## config.mk

```make
export PLATFORM = sky130hd
export DESIGN_NAME = udp_delay_line
export DESIGN_NICKNAME = d
export VERILOG_FILES = /design/src/rtl/udp_delay_pkg.sv /design/src/rtl/udp_delay_ram.sv /design/src/rtl/udp_delay_line.sv
export SDC_FILE = /design/constraint.sdc
export NUM_CORES = 1
export LEC_CHECK = 0
export CAP_MARGIN = 5
export CELL_PAD_IN_SITES_DETAIL_PLACEMENT = 1
export CELL_PAD_IN_SITES_GLOBAL_PLACEMENT = 1
export CORE_ASPECT_RATIO = 1.2
export CORE_MARGIN = 2
export CORE_UTILIZATION = 45
export DETAILED_ROUTE_END_ITERATION = 8
export PLACE_DENSITY_LB_ADDON = 0.3
export SLEW_MARGIN = 10
export SYNTH_ARGS = -nofsm -noshare
export SYNTH_HDL_FRONTEND = slang
export SYNTH_SLANG_ARGS = --single-unit
export TNS_END_PERCENT = 5
```

## constraint.sdc

```tcl
create_clock -name clk -period 4.3 [get_ports clk]
set_input_delay 0.43 -clock clk [delete_from_list [all_inputs] [get_ports clk]]
set_output_delay 0.43 -clock clk [all_outputs]
set_load 0.02 [all_outputs]
```

## src/rtl/udp_delay_pkg.sv

```systemverilog
// udp_delay_pkg: shared state type, width derivation and latency clamp for udp_delay_line
package udp_delay_pkg;
  typedef enum logic {FILL = 1'b0, RUN = 1'b1} state_t;
  function automatic int lat_width(input int max_depth);
    return $clog2(max_depth + 1);
  endfunction
  function automatic int addr_width(input int max_depth);
    return max_depth < 2 ? 1 : $clog2(max_depth);
  endfunction
  function automatic int clamp_lat(input int lat, input int max_depth);
    return lat < 1 ? 1 : (lat > max_depth ? max_depth : lat);
  endfunction
endpackage

```

## src/rtl/udp_delay_ram.sv

```systemverilog
// udp_delay_ram: simple dual-port storage, one write port and one asynchronous read port
module udp_delay_ram #(
  parameter int DATA_WIDTH = 8,
  parameter int DEPTH = 16,
  parameter int AW = 4
) (
  input  logic                  clk,
  input  logic                  we,
  input  logic [AW-1:0]         waddr,
  input  logic [DATA_WIDTH-1:0] wdata,
  input  logic [AW-1:0]         raddr,
  output logic [DATA_WIDTH-1:0] rdata
);
  logic [DATA_WIDTH-1:0] mem [DEPTH];
  always_ff @(posedge clk)
    if (we) mem[waddr] <= wdata;
  assign rdata = mem[raddr];
endmodule

```

## src/rtl/udp_delay_line.sv

```systemverilog
// udp_delay_line: runtime-programmable delay line with fill-tracking valid.
// Define UDP_DELAY_OUT_REG_EN to add one output register stage (latency L+1).
module udp_delay_line
  import udp_delay_pkg::*;
#(
  parameter int DATA_WIDTH = 8,
  parameter int MAX_DEPTH = 16,
  parameter int DEFAULT_LAT = 8,
  parameter int LAT_W = lat_width(MAX_DEPTH),
  parameter int AW = addr_width(MAX_DEPTH)
) (
  input  logic                  clk,
  input  logic                  rst,
  input  logic                  ce,
  input  logic [DATA_WIDTH-1:0] din,
  input  logic                  lat_load,
  input  logic [LAT_W-1:0]      lat_in,
  input  logic                  flush,
  output logic [DATA_WIDTH-1:0] dout,
  output logic                  dout_valid,
  output logic [LAT_W-1:0]      lat_cur,
  output logic                  filling
);
  logic [AW-1:0] wp, rd;
  logic [AW:0] rsum;
  logic [LAT_W-1:0] cnt;
  logic [DATA_WIDTH-1:0] rdata, dly;
  logic dly_valid, restart;
  state_t state;
  assign restart = lat_load | flush;
  // read index wp-(L-1) modulo MAX_DEPTH, which need not be a power of two
  assign rsum = {1'b0, wp} + (AW+1)'(MAX_DEPTH) - (AW+1)'(lat_cur - 1'b1);
  assign rd = rsum >= (AW+1)'(MAX_DEPTH) ? AW'(rsum - (AW+1)'(MAX_DEPTH)) : AW'(rsum);
  assign filling = state == FILL;
  udp_delay_ram #(.DATA_WIDTH(DATA_WIDTH), .DEPTH(MAX_DEPTH), .AW(AW)) u_ram (
    .clk(clk), .we(ce), .waddr(wp), .wdata(din), .raddr(rd), .rdata(rdata)
  );
  always_ff @(posedge clk or posedge rst)
    if (rst) begin
      wp <= '0;
      dly <= '0;
    end else if (ce) begin
      wp <= wp == AW'(MAX_DEPTH - 1) ? '0 : wp + 1'b1;
      dly <= lat_cur == LAT_W'(1) ? din : rdata;
    end
  always_ff @(posedge clk or posedge rst)
    if (rst) begin
      lat_cur <= LAT_W'(DEFAULT_LAT);
      cnt <= '0;
      state <= FILL;
      dly_valid <= 1'b0;
    end else begin
      if (lat_load) lat_cur <= LAT_W'(clamp_lat(int'(lat_in), MAX_DEPTH));
      if (restart) begin
        cnt <= '0;
        state <= FILL;
        dly_valid <= 1'b0;
      end else if (ce && state == FILL) begin
        cnt <= cnt + 1'b1;
        if (cnt + 1'b1 == lat_cur) begin
          state <= RUN;
          dly_valid <= 1'b1;
        end
      end
    end
`ifdef UDP_DELAY_OUT_REG_EN
  always_ff @(posedge clk or posedge rst)
    if (rst) begin
      dout <= '0;
      dout_valid <= 1'b0;
    end else begin
      if (ce) dout <= dly;
      dout_valid <= restart ? 1'b0 : (ce ? dly_valid : dout_valid);
    end
`else
  assign dout = dly;
  assign dout_valid = dly_valid;
`endif
endmodule

```

==> impl_metrics.env <==
export IMPL_p_leak_nw=2.631
export IMPL_drive_gt1_share_pct=14.99
export IMPL_clock_latency_ps=430
export IMPL_syn_cell_area_mm2=0.006415
export IMPL_synth_cells=354
export IMPL_fillers=1282
export IMPL_rsz0062_at_grt="no"
export IMPL_rows=47
export IMPL_numClockSinks=151
export IMPL_worstHoldStart="lat_cur[3]$_DFFE_PP1P_"
export IMPL_cts_tree="done"
export IMPL_power_density_mw_per_mm2=710.3
export IMPL_ys_async_sr_fraction_pct=15.23
export IMPL_vias_per_cell=5.576
export IMPL_drc=3
export IMPL_grt_max_degree=33
export IMPL_synth_seq_area_share_pct=68.91
export IMPL_grt_pass1_wl_um=21080
export IMPL_violations="DRC"
export IMPL_grt_pass1_vias=3545
export IMPL_post_cts_setup_buffer_count=0
export IMPL_hpwl_um=8768
export IMPL_crit_arrival_ps=3310
export IMPL_worstMarginPinSlew_ps=1023
export IMPL_grt_overflow=0
export IMPL_ys_ff_latch=151
export IMPL_slew_headroom_pct=31.75
export IMPL_cts_root_buf="clkbuf_16"
export IMPL_finalCritPeriodShare_pct=69.99
export IMPL_fin_crit_ps=3009
export IMPL_synth_avg_cell_area_um2=18.12
export IMPL_antenna_found_initial=0
export IMPL_cpPeakStageDelay_ps=470
export IMPL_drv_cap=0
export IMPL_rrSetupSlack_ps=1290
export IMPL_ant_nets=0
export IMPL_fin_util_pct=53.71
export IMPL_synth_cell_types=39
export IMPL_rr_startpoint="wp[1]$_DFFE_PP0P_"
export IMPL_setup_viol=0
export IMPL_via_count=3223
export IMPL_h_tree_depth=4
export IMPL_numCtsBuffers=17
export IMPL_max_freq_mhz=332.3
export IMPL_synth_area_top_cells="edfxtp_1 (60%), mux4_1 (9.0%), dfrtp_1 (8.6%)"
export IMPL_finalNetCount=422
export IMPL_first_pass_iters=6
export IMPL_core_mm2=0.01388
export IMPL_holdPathStages=2
export IMPL_maxSlewViolCount=0
export IMPL_cts_hold_buf=0
export IMPL_start_util_pct=46.22
export IMPL_dieArea_mm2=0.01523
export IMPL_synth_edf_count=128
export IMPL_wl_per_cell_um=23.53
export IMPL_power_mw=5.295
export IMPL_syn_nets=382
export IMPL_rr_endpoint="dout[4]$_DFFE_PP0P_"
export IMPL_drtIter0Drc=182
export IMPL_critPathRequiredTime_ps=4600
export IMPL_crit_chain="inv_1 -> ha_1 -> inv_1 -> ha_1 -> inv_1 -> fa_1 -> buf_4 -> mux4_2 -> mux2_2 -> nand3_1 -> nand3_1"
export IMPL_status="complete, but fails checks"
export IMPL_cts_repair_resized=0
export IMPL_start_kind="flop"
export IMPL_clockBufferDepth=2
export IMPL_hold_viol_final=0
export IMPL_slowest_stage="fa_1"
export IMPL_netlist_area_leader_share_pct=59.92
export IMPL_die_h_um=134.8
export IMPL_cts_clk_slew_worst_paths_ps=60
export IMPL_die_x_um=113.0
export IMPL_cp_max_fo=32
export IMPL_place_congestion=0.7447
export IMPL_critPathCaptureType="flop"
export IMPL_min_path_type="reg2reg"
export IMPL_drt_total_wl_um=13600
export IMPL_hold_end="lat_cur[3]$_DFFE_PP1P_"
export IMPL_layout_common_cells="edfxtp_1 (128), clkdlybuf4s50_1 (32), nand3_1 (27)"
export IMPL_antenna_cells=0
export IMPL_r2r_cells=11
export IMPL_yosys_warnings=0
export IMPL_layout_commonest_cell="edfxtp_1"
export IMPL_cp_common_cell="inv_1"
export IMPL_setup_tns_final_ps=0
export IMPL_worstSetupPathType="reg2reg"
export IMPL_finClkSkew_ps=10.22
export IMPL_area_growth_pct=16.21
export IMPL_track_usage_pct=19.31
export IMPL_portBuffers=32
export IMPL_synth_main_ff_cell="edfxtp_1"
export IMPL_yosys_area_top_type="edfxtp_1"
export IMPL_vdd_drop_max_mv=0.2873
export IMPL_boundaryPins=33
==> worst max-delay path: cells and delay by family, from the launching register on <==
| family | cells | cell delay (ps) |
|---|---|---|
| buffers and inverters | 4 | 610 |
| adder cells (fa/ha/maj) | 3 | 880 |
| flip-flops | 1 | 410 |
| multiplexers | 2 | 690 |
| AND/OR/NAND/NOR | 2 | 240 |
==> flip-flops by register name (all words and copies together) (netlist names) <==
name       flops
u_ram.mem    128
cnt            5
lat_cur        5
wp             4
state          1
dout           8
==> worst max path at each step <==
stage,from,end,slack [ps],depth (start not counted)
6_report,wp[1]$_DFFE_PP0P_,dout[4]$_DFFE_PP0P_,1290,11
5_1_grt,wp[1]$_DFFE_PP0P_,dout[0]$_DFFE_PP0P_,1120,9
4_1_cts,wp[1]$_DFFE_PP0P_,dout[6]$_DFFE_PP0P_,1270,9
3_3_place_gp,wp[1]$_DFFE_PP0P_,dout[5]$_DFFE_PP0P_,1360,9
2_1_floorplan,lat_cur[1]$_DFFE_PP0P_,dout[2]$_DFFE_PP0P_,1720,10
3_5_place_dp,wp[1]$_DFFE_PP0P_,dout[0]$_DFFE_PP0P_,1270,9
==> routing by layer <==
layer / vias to the layer above / GRT usage (%) / wire [um] / share of wire [%]
li1: 1469 / - / - / -
met1: 1662 / 24.52 / 5988 / 44
met2: 70 / 31.76 / 6805 / 50
met3: 22 / 5.296 / 539 / 4.0
met4: 0 / 7.724 / 270 / 2.0
met5: - / 0 / 0 / 0
==> layout make-up <==
type                       instances  area (um2)  share of cell area, %
tap                              171       214.0                  2.870
inverter                          12       45.04                 0.6042
timing repair buffer              36       362.8                  4.867
sequential                       151        4420                  59.30
multi-input combinational        176        1826                  24.49
clock buffer                      19       432.9                  5.807
clock inverter                    13       153.9                  2.064
==> where the power goes <==
part	total, mW	internal, mW	leakage (nW)	switching (mW)
clock	1.49	0.907	0.282	0.580
sequential	1.86	1.77	1.45	0.0861
combinational	1.95	0.957	0.901	0.993
==> cell usage after synthesis (3+ instances only) <==
cell	number
nor2b_1	6
and2_1	16
buf_6	4
xor2_1	6
mux4_2	10
nand3_1	27
dfrtp_1	22
o21ai_0	6
mux4_1	22
clkbuf_1	3
mux2_2	17
nor2_1	8
nand2_1	9
and2b_1	4
a21oi_1	9
ha_1	9
inv_1	12
edfxtp_1	128
xnor2_1	11
==> through the flow <==
stage	area, um2	hold WS [ps]	worst slack, ps	std cells
final	7455	534.6	1291	578
after global routing	7455	573.3	1117	578
after CTS	7455	545.4	1270	578
after detailed placement	6868	535.2	1272	546
after global placement	6868	531.1	1364	546
after floorplan	6415	431.2	1720	354
==> kinds of logic (layout without fill, tap and decap cells) <==
logic type,count (synthesis),count (layout),synth area share (%)
xor+xnor,17,17,2.321
buf+inv,27,80,2.633
flops,151,151,68.91
fa+ha+maj,10,10,2.068
compound gates,19,19,1.639
mux,50,50,15.66
simple gates,80,80,6.768
No activity file was read; power rests on OpenSTA's default activity.
==> RTL edit 1 (same flow settings) <==
Register the input `lat_in` before use, with the module's reset. The logic sees it one clock later. The other inputs are not delayed to match.
--- a/src/rtl/udp_delay_line.sv
+++ b/src/rtl/udp_delay_line.sv
@@ -22,4 +22,15 @@
   output logic                  filling
 );
+
+  logic [LAT_W-1:0] lat_q;
+
+  always_ff @(posedge clk or posedge rst) begin
+      if (rst) begin
+          lat_q <= '0;
+      end else begin
+          lat_q <= lat_in;
+      end
+  end
+
   logic [AW-1:0] wp, rd;
   logic [AW:0] rsum;
@@ -51,5 +62,5 @@
       dly_valid <= 1'b0;
     end else begin
-      if (lat_load) lat_cur <= LAT_W'(clamp_lat(int'(lat_in), MAX_DEPTH));
+      if (lat_load) lat_cur <= LAT_W'(clamp_lat(int'(lat_q), MAX_DEPTH));
       if (restart) begin
         cnt <= '0;
Function: changed (a bounded check fails within 4 cycles, from zero or initial values and one cycle with rst high).
==> RTL edit 1 against the unedited design <==
- sequential cell count increased by 5
- clock skew fell by 0.0016 ns
- global-route usage up 1.2 points
- sequential share of layout area increased by 0.49 points
- fmax increased by 0.55%
- synthesized cell count grew 2.5%
- worst hold slack lost 0.093 ns
- synthesized area up 2.0%
- worst setup slack better by 0.016 ns
- non-clock buffer count grew 4
- routed wire length up 6.2%
- design area increased by 2.0%
- die area is 2.0% higher
- power is 0.92% higher
==> RTL edit 1: results (changes against the unedited design) <==
Outcome
  • Outcome: finished, final reports clean

Place
  • Post-DP Area: 7029 sq um (+2.4%)
  • Dpl cells: 562 (+2.9%)
  • Routability cong.: 0.7568 (+1.6%)

Logic synthesis
  • Post-synth ARST share: 17.95% (+2.7 points)
  • Syn avg cell area: 18.03 sq um (-0.50%)
  • Adder-Cell Fraction of Synth Area: 2.026% (-0.041 points)
  • Area contributors post-synth: edfxtp_1 59%, dfrtp_1 10%, mux4_1 8.4%
  • Commonest cells post-synth: 128 x edfxtp_1, 27 x dfrtp_1, 27 x nand3_1

Global routing
  • Total global-route track usage: 20.54% (+1.2 points)
  • Grt met1 use: 25.20% (+0.68 points)
  • M3 GR Usage: 4.325% (-0.97 points)
  • Vias in the first global route: 3,641 (+2.7%)

Power
  • Maximum vdd drop: 355.7 uV (+24%)
  • Internal: 0.003632 W (-0.10%)

Setup path
  • Slowest Stage Delay on Critical Path: 0.72 ns (+0.25 ns)
  • Slowest cell on crit path: ha_1

Routing
  • DRT met1 WL: 6.045 mm (+0.95%)
  • DRT Pass-1 Iters: 4 (-2)
  • Vias: 3,389 (+5.2%)

Min path
  • Worst min-delay path class: in2reg
  • Hold endpoint: lat_q[0]$_DFF_PP0_

Layout
  • Layout cells sized above 1: 16.23% (+1.2 points)
  • Non-clock buffer total of the final layout: 40 (+11%)
  • Nets@finish: 434 (+2.8%)
  • Clock-cell share: 7.538% (-0.33 points)
  • Fraction of area in multi-input gates: 24.03% (-0.46 points)

CTS
  • Clock tree sinks: 156 (+3.3%)

STA
  • Hold slack final: 0.4416 ns (-0.09301 ns)
-- RTL edit 1: cell types whose count changed after synthesis, sizes merged, moves of 3 or more --
| cell | change |
|---|---|
| and2 | -4 |
| xnor2 | -3 |
| and2b | -4 |
| nand2 | +3 |
| nor2b | +4 |
| dfrtp | +5 |
-- RTL edit 1: worst max path at each step --
stage	startpoint	end	slack (ns)	depth (start not counted)
detailed placement	wp[1]$_DFFE_PP0P_	dout[3]$_DFFE_PP0P_	1.30	9
global route	wp[1]$_DFFE_PP0P_	dout[7]$_DFFE_PP0P_	1.13	9
floorplan	lat_cur[1]$_DFFE_PP0P_	dout[1]$_DFFE_PP0P_	1.56	10
finish	wp[1]$_DFFE_PP0P_	dout[7]$_DFFE_PP0P_	1.31	9
global placement	wp[1]$_DFFE_PP0P_	dout[7]$_DFFE_PP0P_	1.37	11
CTS	wp[1]$_DFFE_PP0P_	dout[7]$_DFFE_PP0P_	1.24	9
==> RTL edit 2 (config.mk and constraints unchanged) <==
Made on the original files. The option `UDP_DELAY_OUT_REG_EN` is turned on by a define.
--- a/src/rtl/udp_delay_line.sv
+++ b/src/rtl/udp_delay_line.sv
@@ -1,4 +1,6 @@
 // udp_delay_line: runtime-programmable delay line with fill-tracking valid.
 // Define UDP_DELAY_OUT_REG_EN to add one output register stage (latency L+1).
+`define UDP_DELAY_OUT_REG_EN
+
 module udp_delay_line
   import udp_delay_pkg::*;
Check against the original RTL: not equivalent (a bounded check fails within 4 cycles, from zero or initial values and one cycle with rst high).
==> RTL edit 2 against the unedited design <==
- worst setup slack better by 0.078 ns
- power up 3.7%
- synthesized area up 2.3%
- design area up 2.9%
- sequential power up 9%
- sequential cell count up 9
- synthesized cell count up 1.1%
- routed wire length up 4.2%
==> RTL edit 2: results (changes against the unedited design) <==
Routing
  • DRT Pass-1 Iters: 4 (-2)
  • DR WL/cell: 24.11 um (+2.4%)
  • Met3 routed WL: 559 um (+3.7%)
  • Iter 0 DRT Violations: 194 (+6.6%)
  • Met2 routed WL: 7.813 mm (+15%)
  • DRT met1 WL: 5.514 mm (-7.9%)

Logic synthesis
  • Number of synthesized register bits: 160 (+6.0%)
  • Post-synth ARST share: 20.00% (+4.8 points)
  • Post-synthesis compound-gate area fraction: 2.822% (+1.2 points)
  • Post-synthesis xor/xnor area fraction: 2.364% (+0.043 points)
  • Yosys cell types: 36 (-7.7%)
  • Adder-Cell Fraction of Synth Area: 2.021% (-0.047 points)
  • Net Count, Synth: 386 (+1.0%)
  • Seq/Total Area, Yosys: 70.79% (+1.9 points)
  • Area contributors post-synth: edfxtp_1 59%, dfrtp_1 12%, mux4_2 11%
  • Mux cell area share after synthesis: 15.27% (-0.39 points)

Min path
  • Hold depth: 1 (-1)

Layout
  • Layout cells sized above 1: 20.10% (+5.1 points)
  • Nonclk inv count: 14 (+2)
  • Comb_multi_in: 167 (-5.1%)
  • Final core occ: 53.43% (-0.29 points)
  • Clock-cell share: 8.076% (+0.20 points)
  • Nets@finish: 428 (+1.4%)
  • Fraction of area in multi-input gates: 22.84% (-1.6 points)
  • Largest registers: u_ram.mem: 128 flops, dly: 8 flops, dout: 8 flops
  • Non-clock buffer total of the final layout: 40 (+11%)
  • NonClk Buf Share: 4.960% (+0.093 points)
  • Reg area: 4646 sq um (+5.1%)
  • Fill count: 1,312 (+2.3%)
  • Finished Layout Cells: 588 (+1.7%)

Setup path
  • R2R depth: 10 (-1)
  • Slowest Stage Delay on Critical Path: 0.64 ns (+0.17 ns)
  • Crit-path max FO: 21 (-34%)
  • CP arrival: 3.21 ns (-0.10 ns)

Place
  • DP Worst Slack: 1.389 ns (+0.1164 ns)
  • Post-DP Area: 7049 sq um (+2.6%)
  • Post-DP HPWL: 9.096 mm (+3.7%)

STA
  • Slew HR: 26.06% (-5.7 points)
  • Clock skew: 0.01353 ns (+0.003310 ns)

Global routing
  • Grt met1 use: 23.18% (-1.3 points)
  • M3 GR Usage: 4.369% (-0.93 points)
  • Vias in the first global route: 3,662 (+3.3%)

Outcome
  • Outcome: finished, final reports clean

Power
  • Maximum vdd drop: 338.1 uV (+18%)
RTL edit 2: worst paths after layout:
kind                                     startpoint             endpoint  slack [ns]
worst min register to register  dout[5]$_DFFE_PP0P_  dout[5]$_DFFE_PP0P_        0.51
worst min-delay path            dout[5]$_DFFE_PP0P_  dout[5]$_DFFE_PP0P_        0.51
min in group asynchronous                       rst   dly[3]$_DFFE_PP0P_        0.59
worst max register to register    wp[1]$_DFFE_PP0P_   dly[6]$_DFFE_PP0P_        1.37
max in group asynchronous                       rst   dly[0]$_DFFE_PP0P_        2.99
worst max-delay path              wp[1]$_DFFE_PP0P_   dly[6]$_DFFE_PP0P_        1.37
RTL edit 2: power breakdown:
group	internal, W	total [W]	leakage, nW	switching, W
Clock	0.000973	0.00159	0.290	0.000614
Sequential	0.00189	0.00202	1.56	0.000126
Combinational	0.000901	0.00189	0.843	0.000986
Total	0.00377	0.00549	2.69	0.00172
